`config.mk`:
```
export PLATFORM = sky130hd
export DESIGN_NAME = trig_sched
export DESIGN_NICKNAME = d
export VERILOG_FILES = /design/src/rtl/daq_pkg.sv /design/src/rtl/sat_cnt.sv /design/src/rtl/trig_sched.sv
export SDC_FILE = /design/constraint.sdc
export NUM_CORES = 1
export LEC_CHECK = 0
export CAP_MARGIN = 20
export CORE_MARGIN = 1.5
export CORE_UTILIZATION = 41
export CTS_BUF_LIST = sky130_fd_sc_hd__clkbuf_2
export DETAILED_ROUTE_END_ITERATION = 10
export GPL_TIMING_DRIVEN = 0
export PLACE_DENSITY = 0.6
export SYNTH_ARGS = -nofsm -noshare
export SYNTH_HDL_FRONTEND = slang
export SYNTH_SLANG_ARGS = --single-unit
```
`constraint.sdc`:
```
create_clock -name init_clk -period 3.12 [get_ports init_clk]
set_clock_uncertainty 0.2 [all_clocks]
set_input_delay 0.468 -clock init_clk [delete_from_list [all_inputs] [get_ports init_clk]]
set_output_delay 0.468 -clock init_clk [all_outputs]
set_load 0.01 [all_outputs]
```
`src/rtl/daq_pkg.sv`:
```
// Shared definitions for the trigger acceptance controller: state encoding,
// default timing parameters, counter widths and the dead-time helper.
package daq_pkg;

    // Controller states; IDLE is the only state in which a trigger is accepted.
    typedef enum logic [1:0] {
        ST_IDLE      = 2'd0,
        ST_REQ       = 2'd1,
        ST_WAIT_DONE = 2'd2,
        ST_DEAD      = 2'd3
    } state_e;

    localparam int unsigned DEAD_MIN_DEF = 32'd16;
    localparam int unsigned TMO_CYC_DEF  = 32'd65536;
    localparam int unsigned TS_W_DEF     = 32'd32;

    localparam int unsigned NUM_W  = 32'd32;
    localparam int unsigned LOST_W = 32'd16;
    localparam int unsigned DEAD_W = 32'd16;

    // Effective dead time: the programmed value, floored at the minimum.
    function automatic logic [DEAD_W-1:0] dead_eff(
        input logic [DEAD_W-1:0] cfg,
        input logic [DEAD_W-1:0] dmin
    );
        logic [DEAD_W-1:0] res;
        if (cfg < dmin) begin
            res = dmin;
        end else begin
            res = cfg;
        end
        return res;
    endfunction

endpackage

```
`src/rtl/sat_cnt.sv`:
```
// Saturating up-counter with synchronous clear; holds at all-ones.
module sat_cnt #(
    parameter int unsigned W = 32'd16
) (
    input  logic         init_clk,
    input  logic         reset_i,
    input  logic         inc,
    output logic [W-1:0] cnt
);

    localparam logic [W-1:0] CNT_MAX = {W{1'b1}};

    logic [W-1:0] cnt_r;

    // Count increment requests until the maximum value is reached.
    always_ff @(posedge init_clk) begin
        if (reset_i) begin
            cnt_r <= {W{1'b0}};
        end else if (inc && (cnt_r != CNT_MAX)) begin
            cnt_r <= cnt_r + W'(1);
        end else begin
            cnt_r <= cnt_r;
        end
    end

    assign cnt = cnt_r;

endmodule

```
`src/rtl/trig_sched.sv`:
```
// Trigger acceptance controller: accepts one generator trigger at a time,
// stamps it, runs the readout req/ack/done handshake, applies dead time and
// counts triggers that arrive while a previous one is still being handled.
module trig_sched
    import daq_pkg::*;
#(
    parameter int unsigned DEAD_MIN = DEAD_MIN_DEF,
    parameter int unsigned TMO_CYC  = TMO_CYC_DEF,
    parameter int unsigned TS_W     = TS_W_DEF
) (
    input  logic              init_clk,
    input  logic              reset_i,
    input  logic              enable,
    input  logic              trig_in,
    input  logic [DEAD_W-1:0] dead_cfg,
    input  logic              rd_ack,
    input  logic              rd_done,
    output logic              rd_req,
    output logic              trig_stun,
    output logic              busy,
    output logic [NUM_W-1:0]  trig_num,
    output logic [TS_W-1:0]   trig_ts,
    output logic [LOST_W-1:0] lost_cnt,
    output logic              tmo_flag
);

    localparam int unsigned       TMO_W      = (TMO_CYC > 32'd1) ? $clog2(TMO_CYC) : 32'd1;
    localparam logic [TMO_W-1:0]  TMO_LAST   = TMO_W'(TMO_CYC - 32'd1);
    localparam logic [DEAD_W-1:0] DEAD_MIN_L = DEAD_W'(DEAD_MIN);

    state_e             state_r;
    state_e             state_nxt_s;
    logic [TS_W-1:0]    ts_r;
    logic               trig_in_d_r;
    logic               edge_s;
    logic               accept_s;
    logic               load_dead_s;
    logic               tmo_hit_s;
    logic               lost_inc_s;
    logic               busy_s;
    logic [TMO_W-1:0]   tmo_cnt_r;
    logic [DEAD_W-1:0]  dcnt_r;
    logic               rd_req_r;
    logic               trig_stun_r;
    logic [NUM_W-1:0]   trig_num_r;
    logic [TS_W-1:0]    trig_ts_r;
    logic               tmo_flag_r;

    assign edge_s     = trig_in & ~trig_in_d_r;
    assign busy_s     = (state_r != ST_IDLE);
    assign lost_inc_s = edge_s & enable & busy_s;

    // State register.
    always_ff @(posedge init_clk) begin
        if (reset_i) begin
            state_r <= ST_IDLE;
        end else begin
            state_r <= state_nxt_s;
        end
    end

    // Next-state decode plus the one-cycle strobes that drive the datapath.
    always_comb begin
        state_nxt_s = state_r;
        accept_s    = 1'b0;
        load_dead_s = 1'b0;
        tmo_hit_s   = 1'b0;
        case (state_r)
            ST_IDLE: begin
                if (edge_s && enable) begin
                    accept_s    = 1'b1;
                    state_nxt_s = ST_REQ;
                end else begin
                    state_nxt_s = ST_IDLE;
                end
            end
            ST_REQ: begin
                if (rd_ack && rd_done) begin
                    load_dead_s = 1'b1;
                    state_nxt_s = ST_DEAD;
                end else if (rd_ack) begin
                    state_nxt_s = ST_WAIT_DONE;
                end else begin
                    state_nxt_s = ST_REQ;
                end
            end
            ST_WAIT_DONE: begin
                if (rd_done) begin
                    load_dead_s = 1'b1;
                    state_nxt_s = ST_DEAD;
                end else if (tmo_cnt_r == TMO_LAST) begin
                    tmo_hit_s   = 1'b1;
                    load_dead_s = 1'b1;
                    state_nxt_s = ST_DEAD;
                end else begin
                    state_nxt_s = ST_WAIT_DONE;
                end
            end
            ST_DEAD: begin
                // A count of 1 is the last dead cycle; <= also guards a zero load.
                if (dcnt_r <= DEAD_W'(1)) begin
                    state_nxt_s = ST_IDLE;
                end else begin
                    state_nxt_s = ST_DEAD;
                end
            end
            default: begin
                state_nxt_s = ST_IDLE;
            end
        endcase
    end

    // Free-running timestamp and trigger edge history.
    always_ff @(posedge init_clk) begin
        if (reset_i) begin
            ts_r        <= {TS_W{1'b0}};
            trig_in_d_r <= 1'b0;
        end else begin
            ts_r        <= ts_r + TS_W'(1);
            trig_in_d_r <= trig_in;
        end
    end

    // Event number and timestamp captured on acceptance.
    always_ff @(posedge init_clk) begin
        if (reset_i) begin
            trig_num_r <= {NUM_W{1'b0}};
            trig_ts_r  <= {TS_W{1'b0}};
        end else if (accept_s) begin
            trig_num_r <= trig_num_r + NUM_W'(1);
            trig_ts_r  <= ts_r;
        end else begin
            trig_num_r <= trig_num_r;
            trig_ts_r  <= trig_ts_r;
        end
    end

    // Readout timeout counter; held at zero outside WAIT_DONE so entry starts at 0.
    always_ff @(posedge init_clk) begin
        if (reset_i) begin
            tmo_cnt_r <= {TMO_W{1'b0}};
        end else if (state_r == ST_WAIT_DONE) begin
            tmo_cnt_r <= tmo_cnt_r + TMO_W'(1);
        end else begin
            tmo_cnt_r <= {TMO_W{1'b0}};
        end
    end

    // Dead-time countdown, loaded on the transition into DEAD.
    always_ff @(posedge init_clk) begin
        if (reset_i) begin
            dcnt_r <= {DEAD_W{1'b0}};
        end else if (load_dead_s) begin
            dcnt_r <= dead_eff(dead_cfg, DEAD_MIN_L);
        end else if (state_r == ST_DEAD) begin
            dcnt_r <= dcnt_r - DEAD_W'(1);
        end else begin
            dcnt_r <= dcnt_r;
        end
    end

    // Registered handshake, stun and sticky timeout outputs.
    always_ff @(posedge init_clk) begin
        if (reset_i) begin
            rd_req_r    <= 1'b0;
            trig_stun_r <= 1'b0;
            tmo_flag_r  <= 1'b0;
        end else begin
            rd_req_r    <= (state_nxt_s == ST_REQ);
            trig_stun_r <= busy_s | ~enable;
            tmo_flag_r  <= tmo_flag_r | tmo_hit_s;
        end
    end

    sat_cnt #(
        .W (LOST_W)
    ) u_lost_cnt (
        .init_clk (init_clk),
        .reset_i  (reset_i),
        .inc      (lost_inc_s),
        .cnt      (lost_cnt)
    );

    assign rd_req    = rd_req_r;
    assign trig_stun = trig_stun_r;
    assign busy      = busy_s;
    assign trig_num  = trig_num_r;
    assign trig_ts   = trig_ts_r;
    assign tmo_flag  = tmo_flag_r;

endmodule

```
**Word-level counts from Yosys, hierarchy flattened**

Cells that the tools add are included.

- Register bits after elaboration: 150
- Input bits: 22
- Output and inout port bits: 84
- Word-level logic and storage cells: 57

- Add/subtract/negate cells: 5
- Order comparisons: 2
- Equal/unequal tests: 6
- Multiplexer cells: 18
- Bitwise gates (word level): 8
- Reduce and logical (&&, ||, !) cells: 7

Operators with widths:

| operator | count |
|---|---|
| $add A32 B1 Y32 const B | 2 |
| $mux W16 | 3 |
| $add A16 B1 Y16 const B | 2 |
| $eq A16 B16 Y1 const B | 1 |
| $le A16 B1 Y1 const B | 1 |
| $lt A16 B5 Y1 const B | 1 |
| $ne A16 B16 Y1 const B | 1 |
| $sub A16 B1 Y16 const B | 1 |
| $mux W1 | 10 |
| $pmux W2 S4 | 1 |
| $mux W2 | 3 |
| $eq A2 B1 Y1 const B | 2 |
| $eq A2 B2 Y1 const B | 2 |
| $reduce_bool A2 Y1 | 2 |
| $and A1 B1 Y1 | 3 |
| $logic_and A1 B1 Y1 | 3 |
| $not A1 Y1 | 3 |
| $logic_not A2 Y1 | 1 |
| $or A1 B1 Y1 | 2 |
| $pmux W1 S2 | 1 |
| $reduce_or A2 Y1 | 1 |

**Logic depth before layout (Yosys ltp)**

Gate-level depths: netlist (run 1).

- Word-level depth: 6
- Depth in mapped cells: 8
- Gate-level depth less buffers: 6

**By module**

From an unflattened synthesis (run 1), not the netlist that was laid out.

- Cell total of the unflattened synthesis: 780
- Area total of the unflattened synthesis: 6702.7 um^2

Modules (own cells, without submodules):

| module | times used | cells each | area each (um^2) | seq. area each (um^2) |
|---|---|---|---|---|
| trig_sched | 1 | 681 | 5854.4 | 2682.6 |
| sat_cnt | 1 | 99 | 848.3 | 320.3 |

**Worst setup path after synthesis (run 1)**

No wires, ideal clock.

- Path type: reg2reg
- Start: register state_r[0]
- End: register trig_num_r[21] (netlist: trig_num[21])
- Setup time: 0.131 ns
- Arrival: 1.989 ns
- Required time: 2.789 ns
- Slack: 0.800 ns
- Stages on the path, launching flop included: 9
- Buffers on the path: 2
- Period minus slack after synthesis: 2.320 ns
- Cell sequence: dfxtp_1 -> inv_1 -> ha_1 -> buf_4 -> nand4b_2 -> or4b_1 -> clkbuf_1 -> o311ai_1 -> o41ai_1

- Word-level cells in the longest chain between the ends: 2

RTL lines:

| what | RTL line | RTL |
|---|---|---|
| start, declared | trig_sched.sv:31 | `state_e state_r;` |
| start signal, assigned | trig_sched.sv:58 | `state_r <= state_nxt_s;` |
| $logic_not A2 Y1 | trig_sched.sv:68 | `case (state_r)` |
| $mux W1 | trig_sched.sv:68 |  |
| end signal, assigned | trig_sched.sv:127 | `trig_num_r <= {NUM_W{1'b0}};` |
| end signal, assigned | trig_sched.sv:130 | `trig_num_r <= trig_num_r + NUM_W'(1);` |
| end signal, assigned | trig_sched.sv:133 | `trig_num_r <= trig_num_r;` |
| end, declared | trig_sched.sv:45 | `logic [NUM_W-1:0] trig_num_r;` |

No other way between the ends.
A chain may end at the register's enable or synchronous reset.

**Worst setup path in the final report (run 1)**

- Start: register state_r[1]
- End: register trig_num_r[31] (netlist: trig_num[31])

Same word-level chain as after synthesis.

==> flow_summary.json, run 1 <==
{
  "status": "complete, no violations",
  "slew_violations": 0,
  "grt-ovfl-total": 0,
  "cts.clk_slew.worst_paths_ps": 230,
  "place_ws_ps": -49.8,
  "post_cts_resized": 0,
  "crit_chain": "inv_1 -> ha_1 -> buf_4 -> nand4b_2 -> or4b_4 -> clkbuf_1 -> o31ai_1 -> a21oi_1",
  "routedWlPerCell_um": 15.8,
  "tightest_slew_ps": 778,
  "final_common_cell": "dfxtp_1",
  "layout.cells.non_filler": 1217,
  "finalPower_mw": 3.38,
  "critPathRequiredTime_ps": 3490,
  "ctsHoldBuffers": 0,
  "cts_buffer_depth": 2,
  "ant_nets": 0,
  "ir_worst_vdd_mv": 0.200,
  "rows": 48,
  "die_h_um": 135,
  "ys_seq_area_share_pct": 41.7,
  "vias": 6715,
  "syn-num-nets": 890,
  "setup_ws_ps": 307,
  "coreArea_um2": 17200,
  "grt_pass1_vias": 6271,
  "period_minus_slack_ps": 2810,
  "fin_nets": 1013,
  "final_cell_mix": "150 x dfxtp_1, 117 x nand2_1, 104 x clkdlybuf4s50_1",
  "htreeDepth": 4,
  "postLayoutCoreUtil_pct": 51.0,
  "maxSlewHeadroom_pct": 48.1,
  "syn2layout_area_growth_pct": 22.2,
  "antenna_found_initial": 1,
  "dpl.cell_count": 1186,
  "fin_crit_sh_pct": 90.2,
  "root_buffer": "clkbuf_2",
  "drcViolationCount": 0,
  "powerDensity_nw_per_um2": 385,
  "slowest_stage": "or4b_4",
  "setup_viol": 0,
  "syn-instance-count": 857,
  "p_leak_nw": 2.91,
  "via_per_inst": 5.52,
  "port_buffers": 104,
  "die_w_um": 135,
  "clock_latency_ps": 710,
  "ys_types": 55,
  "hp-class": "in -> reg",
  "cp_slowest_stage_delay_ps": 690,
  "synth_seq_cells": 150,
  "synth_ff_type": "dfxtp_1",
  "placed_area_um2": 8520,
  "cts_made_buffers": 17,
  "yosys-top-cells-area": "dfxtp_1 42%, nand2_1 6.1%, a21oi_1 5.6%",
  "first_pass_iters": 5,
  "rsz0062_at_grt": "no",
  "clock-sinks": 150,
  "yosysTopAreaCell": "dfxtp_1",
  "grt_max_degree": 17,
  "cts_tree": "built",
  "drt-initial-drc-count": 440,
  "yosysTopAreaCellShare_pct": 41.7,
  "cp_num_buf_inv": 3,
  "globalplace.congestion": 0.819,
  "hold_violations": 0,
  "wl_mm": 19.3,
  "ios": 106,
  "synth_area_um2": 7200,
  "yosysWarnings": 0,
  "post_synth.cell_area_avg_um2": 8.40,
  "initial_core_util_pct": 41.8,
  "cp_data_arrival_time_ps": 3180,
  "fin_area_um2": 8790,
  "drive_above_1_share_pct": 5.95,
  "crit_fanout": 10,
  "cts_setup_buffers": 0,
  "worst-setup-path-type": "reg -> reg",
  "ys_async_sr_fraction_pct": 0,
  "cp-start-kind": "flip-flop",
  "grt_pass1_wl_mm": 32.1,
  "grt_usage_pct": 21.9,
  "fmax_mhz": 355,
  "cp_top_family": "simple AND/OR/NAND/NOR gates",
  "synth_edf_count": 0,
  "crit_path_end_kind": "flip-flop",
  "cap_violations": 0,
  "die_area_um2": 18400,
  "dp_hpwl_mm": 13.9
}
[routing by layer]
metal / GRT usage, % / wire length (µm)
met5: 0 / 0
met4: 5.91 / 236
met3: 4.41 / 915
met2: 33.4 / 8360
met1: 31.4 / 9770
[final cells by class]
class | instances | area, µm²
flip-flops and latches | 150 | 3000
inverters | 21 | 78.8
multi-input cells | 642 | 3940
fillers | 1725 | 8440
clock buffers | 18 | 90.1
clock inverters | 12 | 179
repair buffers | 104 | 1040
plain buffers | 44 | 179
diodes | 1 | 2.50
well taps | 225 | 282
[state kept, by name, indices dropped and copies added, names as in the netlist]
register	cells
trig_num	32
state_r	2
trig_in_d_r	1
trig_ts	32
ts_r	32
dcnt_r	16
u_lost_cnt.cnt	16
rd_req	1
tmo_flag	1
trig_stun	1
tmo_cnt_r	16
[synth_stat cells, types with 3 or more instances]
cell type  number
dfxtp_1       150
nand2_1       117
a21oi_1        81
nor2_1         58
clkbuf_1       37
nand3_1        33
nand4_1        30
nor2b_1        27
or4_1          26
xor2_1         22
o31ai_1        21
inv_1          20
nor3_1         20
nor4_1         16
xnor2_1        16
o21ai_0        14
o41ai_1        13
and3_1         12
mux2_1         12
or2_2          12
ha_1           11
or3_1          11
and4_1         10
o311ai_1       10
mux2i_1         9
a311o_1         7
a31oi_1         6
and2_1          6
mux2_2          4
o21ai_1         4
o31a_1          4
buf_1           3
[tightest hold or removal path, cell delays in order]
cell      delay (ps)
clkbuf_1         260
or4_1            170
o21ai_0           70
[final timing paths]
| check | start | to | slack, ps | cells past startpoint |
|---|---|---|---|---|
| hold reg to reg | trig_ts[14] | trig_ts[14] | 270 | 2 |
| setup / recovery | state_r[1] | trig_num[31] | 310 | 8 |
| hold / removal | reset_i | u_lost_cnt.cnt[10] | 60 | 3 |
| setup reg to reg | state_r[1] | trig_num[31] | 310 | 8 |
[cells by family after synthesis]
| group | Yosys count | synth area share [%] |
|---|---|---|
| simple gates | 394 | 29.0 |
| compound gates | 174 | 15.4 |
| flops | 150 | 41.7 |
| buf+inv | 65 | 3.58 |
| xor+xnor | 38 | 4.62 |
| mux | 25 | 3.76 |
| fa+ha+maj | 11 | 1.91 |
[power breakdown]
group          internal [mW]  switching (mW)
clock network          0.524           0.722
logic                 0.0734           0.120
registers               1.93          0.0133
[through the flow]
step                      hold WS [ps]  TNS [ps]
final                             61.8         0
after global routing              32.1         0
after CTS                         10.3         0
after detailed placement           247      -181
after floorplan                    238         0
after global placement             248     -86.4
Power figures use the tool's default switching activity.
==> inputs of run 2 (changes only) <==
- CELL_PAD_IN_SITES_DETAIL_PLACEMENT: default -> 0
- CELL_PAD_IN_SITES_GLOBAL_PLACEMENT: default -> 1
- PLACE_DENSITY: 0.6 -> 0.77
- TNS_END_PERCENT: default -> 10
==> flow_summary.json, run 2 (same netlist as run 1, synthesis figures left out) <==
{
  "status": "complete, no violations",
  "tightest_slew_ps": 760,
  "fin_nets": 1015,
  "pwr-share-comb_pct": 5.8,
  "postLayoutCoreUtil_pct": 51.2,
  "num_antenna_cells": 0,
  "syn2layout_area_growth_pct": 22.5,
  "dpl.cell_count": 1186,
  "routedWlPerCell_um": 16.0,
  "grt_pass1_vias": 6015,
  "post_cts_resized": 0,
  "root_buffer": "clkbuf_2",
  "cp_data_arrival_time_ps": 3290,
  "p_leak_nw": 2.92,
  "hold_violations": 0,
  "grt_pass1_wl_mm": 31.4,
  "rsz0062_at_grt": "no",
  "cts_tree": "built",
  "rows": 48,
  "drive_above_1_share_pct": 5.93,
  "fin_hold_ws_ps": 71.3,
  "fin_crit_sh_pct": 92.7,
  "ir_worst_vdd_mv": 0.202,
  "clockPowerShare_pct": 37.3,
  "die_area_um2": 18400,
  "cp_top_family": "simple AND/OR/NAND/NOR gates",
  "die_h_um": 135,
  "crit_path_end_kind": "flip-flop",
  "finalPower_mw": 3.42,
  "slew_violations": 0,
  "htreeDepth": 4,
  "n_fill_cell": 1701,
  "grtUsageMet2_pct": 32.5,
  "final_common_cell": "dfxtp_1",
  "crit_chain": "inv_1 -> ha_1 -> buf_4 -> nand4b_2 -> or4b_1 -> clkbuf_1 -> o311ai_1 -> o41ai_1",
  "cap_violations": 0,
  "grt_usage_pct": 21.7,
  "maxSlewHeadroom_pct": 49.3,
  "vias": 6707,
  "cts_buffer_depth": 2,
  "grt-ovfl-total": 0,
  "drt-initial-drc-count": 414,
  "busiest_layer": "met2",
  "antenna_found_initial": 0,
  "coreArea_um2": 17200,
  "cts_setup_buffers": 0,
  "dp_hpwl_mm": 14.1,
  "ios": 106,
  "globalplace.congestion": 0.845,
  "drcViolationCount": 0,
  "p_sw_mw": 0.865,
  "critPathRequiredTime_ps": 3520,
  "seqPwrFrac_pct": 56.9,
  "ant_nets": 0,
  "cp_slowest_stage_delay_ps": 740,
  "ctsHoldBuffers": 2,
  "crit_fanout": 10,
  "clock-sinks": 150,
  "first_pass_iters": 5,
  "clock_latency_ps": 730,
  "setup_viol": 0,
  "slowest_stage": "or4b_1",
  "grt_max_degree": 17,
  "layout.cells.non_filler": 1220,
  "port_buffers": 104,
  "sw_frac_of_total_pct": 25.3,
  "cp-start-kind": "flip-flop",
  "powerDensity_nw_per_um2": 387,
  "cts_made_buffers": 17,
  "final_cell_mix": "150 x dfxtp_1, 117 x nand2_1, 104 x clkdlybuf4s50_1",
  "fmax_mhz": 346,
  "cp_num_buf_inv": 3,
  "cts.clk_slew.worst_paths_ps": 250,
  "via_per_inst": 5.50,
  "wl_mm": 19.6,
  "met1_usage_pct": 31.6,
  "p_int_mw": 2.55,
  "hp-class": "in -> reg",
  "initial_core_util_pct": 41.8,
  "met3_usage_pct": 5.13,
  "period_minus_slack_ps": 2890,
  "die_w_um": 135,
  "worst-setup-path-type": "reg -> reg"
}
[run 2: cell types whose count changed in the layout (fill, tap and decap cells not counted)]
cell,delta
clkbuf_2,+3
clkinv_1,+1
diode_2,-1
clkinvlp_4,-1
clkinv_4,+1
dlygate4sd3_1,+2
or4b_1,+1
or4b_4,-1
clkinv_2,-2
[run 2: final cells by class]
class,instances,area [µm²],area share [%]
multi-input combinational,642,3940,44.6
buffer,44,179,2.03
inverter,21,78.8,0.894
tap,225,282,3.19
timing repair buffer,106,1060,12.0
clock buffer,21,105,1.19
clock inverter,11,174,1.97
sequential,150,3000,34.1
[run 2: worst reg2reg max path, delay by kind of cell (launching register included)]
family	cells	cell delay, ps
AOI/OAI and AO/OA	2	410
buffers and inverters	3	590
DFF	1	370
adders and majority gates	1	150
and+or+nand+nor	2	1070
[run 2: path summary, 6_finish.rpt]
path | start | to | slack (ps) | depth (start not counted)
max | state_r[0] | trig_num[29] | 230 | 8
min | dead_cfg[1] | dcnt_r[1] | 70 | 3
max reg2reg | state_r[0] | trig_num[29] | 230 | 8
min reg2reg | trig_ts[24] | trig_ts[24] | 270 | 2
[run 2: power by group through the flow]
stage	sequential, mW	clock (mW)	combinational [mW]
after global placement	1.98	0	0.196
after detailed placement	1.98	0	0.197
final	1.94	1.27	0.198
after CTS	1.94	1.31	0.200
after global routing	1.95	1.40	0.217
after floorplan	1.98	0	0.102
[run 2: through the flow]
step | setup WS, ps | setup TNS [ps] | instance area (µm²)
detailed placement | -50.0 | -139 | 8520
global placement | -23.1 | -75.8 | 8520
CTS | 209 | 0 | 8820
finish | 227 | 0 | 8820
global route | 33.0 | 0 | 8820
floorplan | 800 | 0 | 7200
[run 2: per-layer routing]
metal,wire (µm),vias to the layer above
li1,-,3398
met1,9880,3161
met2,8570,136
met3,1000,12
met4,128,0
met5,0,-
